File: src/rtl/minimac2_tx_pkg.sv
// Shared definitions for the minimac2 transmit path: FSM encoding, MII
// preamble constants and the Ethernet CRC-32 parameters.
package minimac2_tx_pkg;

    typedef enum logic [2:0] {
        ST_IDLE     = 3'd0,
        ST_PREAMBLE = 3'd1,
        ST_DATA     = 3'd2,
        ST_PAD      = 3'd3,
        ST_FCS      = 3'd4,
        ST_IFG      = 3'd5,
        ST_DONE     = 3'd6
    } tx_state_t;

    localparam logic [3:0]  PREAMBLE_NIB = 4'h5;
    localparam logic [3:0]  SFD_NIB      = 4'hD;
    localparam logic [31:0] CRC_POLY     = 32'hEDB88320;
    localparam logic [31:0] CRC_INIT     = 32'hFFFFFFFF;

    // Index of the SFD within the 16-nibble preamble and of the last FCS nibble.
    localparam logic [7:0]  PREAMBLE_LAST = 8'd15;
    localparam logic [7:0]  FCS_LAST      = 8'd7;

endpackage

File: src/rtl/minimac2_crc32_nib.sv
// Combinational CRC-32 advance by one nibble, LSB of the nibble first.
// Shared with the receive path.
module minimac2_crc32_nib
    import minimac2_tx_pkg::*;
(
    input  logic [31:0] crc,
    input  logic [3:0]  nib,
    output logic [31:0] crc_next
);

    logic [31:0] c;

    always_comb begin
        c = crc;
        for (int i = 0; i < 4; i++) begin
            c = (c >> 1) ^ (((c[0] ^ nib[i]) == 1'b1) ? CRC_POLY : 32'h0);
        end
        crc_next = c;
    end

endmodule

File: src/rtl/minimac2_tx.sv
// MII transmit engine: preamble/SFD, payload read from the TX buffer RAM,
// optional zero pad, FCS and inter-frame gap, one nibble per tx_nibble_ce.
module minimac2_tx
    import minimac2_tx_pkg::*;
#(
    parameter int PAD_EN      = 1,
    parameter int MIN_FRAME   = 60,
    parameter int IFG_NIBBLES = 24
) (
    input  logic        sys_clk,
    input  logic        sys_rst_n,
    input  logic        tx_start,
    input  logic [10:0] tx_count,
    output logic        tx_done,
    output logic [10:0] tx_adr,
    input  logic [7:0]  tx_data,
    input  logic        tx_nibble_ce,
    output logic        phy_tx_en,
    output logic [3:0]  phy_tx_data,
    output logic [2:0]  state_dbg
);

    // Control: tx_start and tx_nibble_ce are single-cycle strobes with no
    // back-pressure. tx_start is taken only in IDLE with a non-zero count;
    // tx_done is high for the one cycle before the engine is IDLE again.

    localparam bit          PAD_ON        = (PAD_EN != 0);
    localparam logic [10:0] MIN_LEN       = 11'(MIN_FRAME);
    localparam logic [10:0] PAD_LAST_BYTE = 11'(MIN_FRAME - 1);
    localparam logic [7:0]  IFG_LAST      = 8'(IFG_NIBBLES - 1);

    tx_state_t   state;
    tx_state_t   state_next;

    logic [10:0] len;
    logic [10:0] byte_cnt;
    logic [7:0]  nib_cnt;
    logic        nib_hi;
    logic [3:0]  byte_hi;
    logic [31:0] crc;
    logic [31:0] crc_next;
    logic [31:0] fcs_inv;

    logic        start_ok;
    logic        last_byte;
    logic        pad_needed;
    logic [3:0]  nib_out;
    logic        en_out;
    logic        crc_feed;

    assign start_ok   = tx_start && (state == ST_IDLE) && (tx_count != 11'd0);
    assign last_byte  = (byte_cnt == len - 11'd1);
    assign pad_needed = PAD_ON && (len < MIN_LEN);
    assign fcs_inv    = ~crc;
    assign state_dbg  = state;

    minimac2_crc32_nib u_crc (
        .crc      (crc),
        .nib      (nib_out),
        .crc_next (crc_next)
    );

    always_ff @(posedge sys_clk or negedge sys_rst_n) begin
        if (!sys_rst_n) begin
            state <= ST_IDLE;
        end else begin
            state <= state_next;
        end
    end

    always_comb begin
        state_next = state;
        case (state)
            ST_IDLE: begin
                if (start_ok) state_next = ST_PREAMBLE;
            end
            ST_PREAMBLE: begin
                if (tx_nibble_ce && nib_cnt == PREAMBLE_LAST) state_next = ST_DATA;
            end
            ST_DATA: begin
                if (tx_nibble_ce && nib_hi && last_byte) begin
                    state_next = pad_needed ? ST_PAD : ST_FCS;
                end
            end
            ST_PAD: begin
                if (tx_nibble_ce && nib_hi && byte_cnt == PAD_LAST_BYTE) state_next = ST_FCS;
            end
            ST_FCS: begin
                if (tx_nibble_ce && nib_cnt == FCS_LAST) state_next = ST_IFG;
            end
            ST_IFG: begin
                if (tx_nibble_ce && nib_cnt == IFG_LAST) state_next = ST_DONE;
            end
            ST_DONE: begin
                state_next = ST_IDLE;
            end
            default: begin
                state_next = ST_IDLE;
            end
        endcase
    end

    // The low nibble of each byte comes straight off the RAM port; only the
    // high nibble needs holding, since tx_adr has already moved on by then.
    always_comb begin
        nib_out  = 4'h0;
        en_out   = 1'b0;
        crc_feed = 1'b0;
        tx_done  = 1'b0;
        case (state)
            ST_PREAMBLE: begin
                en_out  = 1'b1;
                nib_out = (nib_cnt == PREAMBLE_LAST) ? SFD_NIB : PREAMBLE_NIB;
            end
            ST_DATA: begin
                en_out   = 1'b1;
                crc_feed = 1'b1;
                nib_out  = nib_hi ? byte_hi : tx_data[3:0];
            end
            ST_PAD: begin
                en_out   = 1'b1;
                crc_feed = 1'b1;
            end
            ST_FCS: begin
                en_out  = 1'b1;
                nib_out = fcs_inv[{nib_cnt[2:0], 2'b00} +: 4];
            end
            ST_DONE: begin
                tx_done = 1'b1;
            end
            default: begin
                nib_out = 4'h0;
            end
        endcase
    end

    always_ff @(posedge sys_clk or negedge sys_rst_n) begin
        if (!sys_rst_n) begin
            len         <= '0;
            byte_cnt    <= '0;
            nib_cnt     <= '0;
            nib_hi      <= 1'b0;
            byte_hi     <= '0;
            crc         <= CRC_INIT;
            tx_adr      <= '0;
            phy_tx_en   <= 1'b0;
            phy_tx_data <= '0;
        end else if (start_ok) begin
            len      <= tx_count;
            tx_adr   <= '0;
            byte_cnt <= '0;
            nib_cnt  <= '0;
            nib_hi   <= 1'b0;
            crc      <= CRC_INIT;
        end else if (tx_nibble_ce) begin
            phy_tx_en   <= en_out;
            phy_tx_data <= nib_out;
            if (crc_feed) crc <= crc_next;
            nib_cnt <= (state_next != state) ? 8'd0 : nib_cnt + 8'd1;
            if (state == ST_DATA || state == ST_PAD) begin
                nib_hi <= ~nib_hi;
                if (nib_hi) begin
                    byte_cnt <= byte_cnt + 11'd1;
                end else if (state == ST_DATA) begin
                    byte_hi <= tx_data[7:4];
                    tx_adr  <= tx_adr + 11'd1;
                end
            end
        end
    end

endmodule

File: config.mk
export PLATFORM = sky130hd
export DESIGN_NAME = minimac2_tx
export DESIGN_NICKNAME = d
export VERILOG_FILES = /design/src/rtl/minimac2_tx_pkg.sv /design/src/rtl/minimac2_crc32_nib.sv /design/src/rtl/minimac2_tx.sv
export SDC_FILE = /design/constraint.sdc
export NUM_CORES = 1
export LEC_CHECK = 0
export ABC_AREA = 1
export BUFFER_PORTS_ARGS = -buffer_cell sky130_fd_sc_hd__clkbuf_2
export CORE_ASPECT_RATIO = 0.7
export CORE_MARGIN = 2
export CORE_UTILIZATION = 45
export DETAILED_ROUTE_END_ITERATION = 10
export MAX_ROUTING_LAYER = met4
export SYNTH_ARGS = -nofsm -noshare
export SYNTH_HDL_FRONTEND = slang
export SYNTH_SLANG_ARGS = --single-unit
File: constraint.sdc
create_clock -name sys_clk -period 2.35 [get_ports sys_clk]
set_input_delay 0.1175 -clock sys_clk [delete_from_list [all_inputs] [get_ports sys_clk]]
set_output_delay 0.1175 -clock sys_clk [all_outputs]
set_load 0.02 [all_outputs]
==> results.sh <==
export IMPL_outcome="complete, no violations"
export IMPL_io_pins=43
export IMPL_power_leakage_nw=3.39
export IMPL_clk_pin_slew_ns=0.07
export IMPL_fin_crit_sh=0.957
export IMPL_grt_overflow=0
export IMPL_n_antenna_cell=0
export IMPL_cts_htree_levels=3
export IMPL_synthTopCellsByArea="dfrtp_1 25%, dfstp_2 15%, nand2_1 15%"
export IMPL_wire_per_inst_um=15.5
export IMPL_rows=33
export IMPL_yosys_most_used_dff="dfrtp_1"
export IMPL_cts_root_buffer="clkbuf_16"
export IMPL_yosysUniqueCellTypes=45
export IMPL_track_usage=0.251
export IMPL_area_growth_pct=21.2
export IMPL_post_place_ws_ns=-0.00940
export IMPL_cp_start_kind="primary input"
export IMPL_wirelength_mm=15.5
export IMPL_yosysTopAreaCell="dfrtp_1"
export IMPL_grt_pass1_wl_mm=25.3
export IMPL_start_util=0.467
export IMPL_cp_end_kind="flop"
export IMPL_core_area_sq_um=11800
export IMPL_avgSynthCellArea_sq_um=7.26
export IMPL_routed_via_density=5.29
export IMPL_insertion_delay_ns=0.35
export IMPL_fmax_mhz=445
export IMPL_finalHoldViolCount=0
export IMPL_drive_gt1_frac=0.217
export IMPL_cap_violations=0
export IMPL_ir_drop_uv=348
export IMPL_tightest_slew_ns=0.533
export IMPL_die_h_um=96.6
export IMPL_rsz0062_at_grt="yes"
export IMPL_yosys_area_top_type_share=0.245
export IMPL_die_w_um=136
export IMPL_cellPowerDensity_nw_per_um2=591
export IMPL_drtIter0Drc=485
export IMPL_io_buffers=42
export IMPL_dp_hpwl_mm=11.2
export IMPL_crit_type="in2reg"
export IMPL_gp_congestion=0.944
export IMPL_max_clock_path_buffers=2
export IMPL_num_vias=5289
export IMPL_dieArea_sq_um=13200
export IMPL_grt_pass1_vias=4924
export IMPL_yosysMostFrequentCell="nand2_1"
export IMPL_nNetsFinal=865
export IMPL_synth_edf_count=0
export IMPL_clock_skew_ns=0.00655
export IMPL_total_power_mw=3.95
export IMPL_synth_cells=759
export IMPL_syn_nets=786
export IMPL_ys_top_cells_by_count="218 x nand2_1, 90 x inv_1, 70 x nor2_1"
export IMPL_slew_viol_final=0
export IMPL_detail_route_antenna_nets=0
export IMPL_cts_sinks=86
export IMPL_ys_warn_count=0
export IMPL_finalSetupViolations=0
export IMPL_post_route_drc_count=0
export IMPL_required_ns=2.63
export IMPL_cp_max_fo=8
export IMPL_synth_seq_area_share=0.398
export IMPL_grt_antenna_before_repair=0
export IMPL_min_period_ns=2.25
export IMPL_grt_max_degree=55
export IMPL_netlist_area_sq_um=5510
export IMPL_fin_ws_ns=0.101
export IMPL_worstHoldPathType="in2reg"
export IMPL_async_reset_ff_frac=1.00
export IMPL_cts_tree="yes"
export IMPL_cp_arrival_ns=2.53
export IMPL_firstDrtPassIters=5
export IMPL_synth_seq_cells=86
export IMPL_numCtsBuffers=9
export IMPL_max_slew_margin=0.641
==> final cells by class <==
| class | count | area [sq um] |
|---|---|---|
| fill | 1150 | 5130 |
| multi-input combinational | 558 | 2990 |
| sequential | 86 | 2190 |
| timing repair buffer | 88 | 619 |
| inverter | 95 | 359 |
| clock buffer | 9 | 225 |
| tap | 157 | 196 |
| clock inverter | 7 | 97.6 |
==> path summary, 6_finish.rpt <==
kind | depth (start not counted) | startpoint | slack [ns] | endpoint
max | 10 | tx_count[5] | 0.10 | crc[2]
min | 3 | tx_count[8] | 0.01 | len[8]
max reg2reg | 13 | nib_cnt[0] | 0.17 | crc[19]
min reg2reg | 2 | phy_tx_en | 0.49 | phy_tx_en
max in group asynchronous | 3 | sys_rst_n | 1.39 | crc[3]
min in group asynchronous | 2 | sys_rst_n | 0.26 | tx_adr[6]
==> what timing repair did <==
action / in CTS / in global routing
hold endpoints to repair: 27 / 0
setup buffers: 0 / 5
endpoints found under the setup margin: 8 / 29
resized for setup: 2 / 31
hold buffers: 13 / 0
pin swaps: 0 / 5
==> per-layer routing <==
| layer | vias to the layer above | share of wire | GRT usage |
|---|---|---|---|
| met2 | 188 | 0.40 | 0.334 |
| met3 | 15 | 0.065 | 0.0487 |
| met4 | 0 | 0.0087 | 0.0553 |
| met1 | 2477 | 0.52 | 0.389 |
| li1 | 2609 | - | - |
| met5 | - | 0 | - |
==> flip-flops by register name (all words and copies together), names as in the netlist <==
name and flops:
phy_tx_en 1, crc 32, tx_adr 11, byte_cnt 11, nib_cnt 8, phy_tx_data 4
len 11, state_dbg 3, byte_hi 4, nib_hi 1
==> metrics by stage <==
step	instances	utilization	hold WS (ns)	setup TNS (ns)	cell area, sq um
6_report	1000	0.566	0.0102	0	6680
5_1_grt	1000	0.566	0.0355	-0.0589	6680
4_1_cts	995	0.552	0.00680	0	6520
3_5_place_dp	966	0.513	0.0936	-0.0186	6060
3_3_place_gp	966	0.513	0.0940	0	6060
2_1_floorplan	759	-	-0.178	0	5510
==> power by group <==
group / internal [mW] / switching (mW)
Clock: 0.936 / 0.646
Combinational: 0.310 / 0.501
Sequential: 1.52 / 0.0353
Total: 2.76 / 1.18
==> placed cells by master (no fill, tap or decap), types with 3 or more instances in the layout <==
cell and instances:
o21a_1 3, inv_1 88, a21oi_1 31, nor2_1 63, nor3_4 3, nand2_1 213, clkbuf_2 41, nand3_2 7
nor2_4 4, nor4_1 3, dfrtp_1 53, mux2_2 3, nand3b_1 3, nor2_2 9, nand3_1 56, buf_4 31
ha_1 3, nand2_4 7, dfstp_2 32, xor2_4 4, xnor2_1 6, nand4_1 13, o21ai_0 56, nor3_1 13
dlygate4sd3_1 13, o211ai_1 10, inv_2 5, clkbuf_16 9, nand2_2 11, xor2_1 16
==> critical path, stage by stage <==
cell and delay [ns]:
dlygate4sd3_1 0.54, clkbuf_2 0.12, nor4_1 0.39, nand3_1 0.15
nand2_2 0.20, clkinv_1 0.12, nor2_2 0.33, inv_1 0.28
o21ai_0 0.21, inv_1 0.07
==> kinds of logic (layout without fill, tap and decap cells) <==
kind of cell             Yosys count  after routing  share of synthesized area
AND/OR/NAND/NOR                  410            410                      0.331
buffers and inverters            115            199                     0.0828
AO/OA/AOI/OAI                    114            114                      0.116
flip-flops                        86             86                      0.398
XOR/XNOR                          27             27                     0.0565
adder cells (fa/ha/maj)            4              4                    0.00908
multiplexers                       3              3                    0.00613
(Power assumes the default switching activity.)
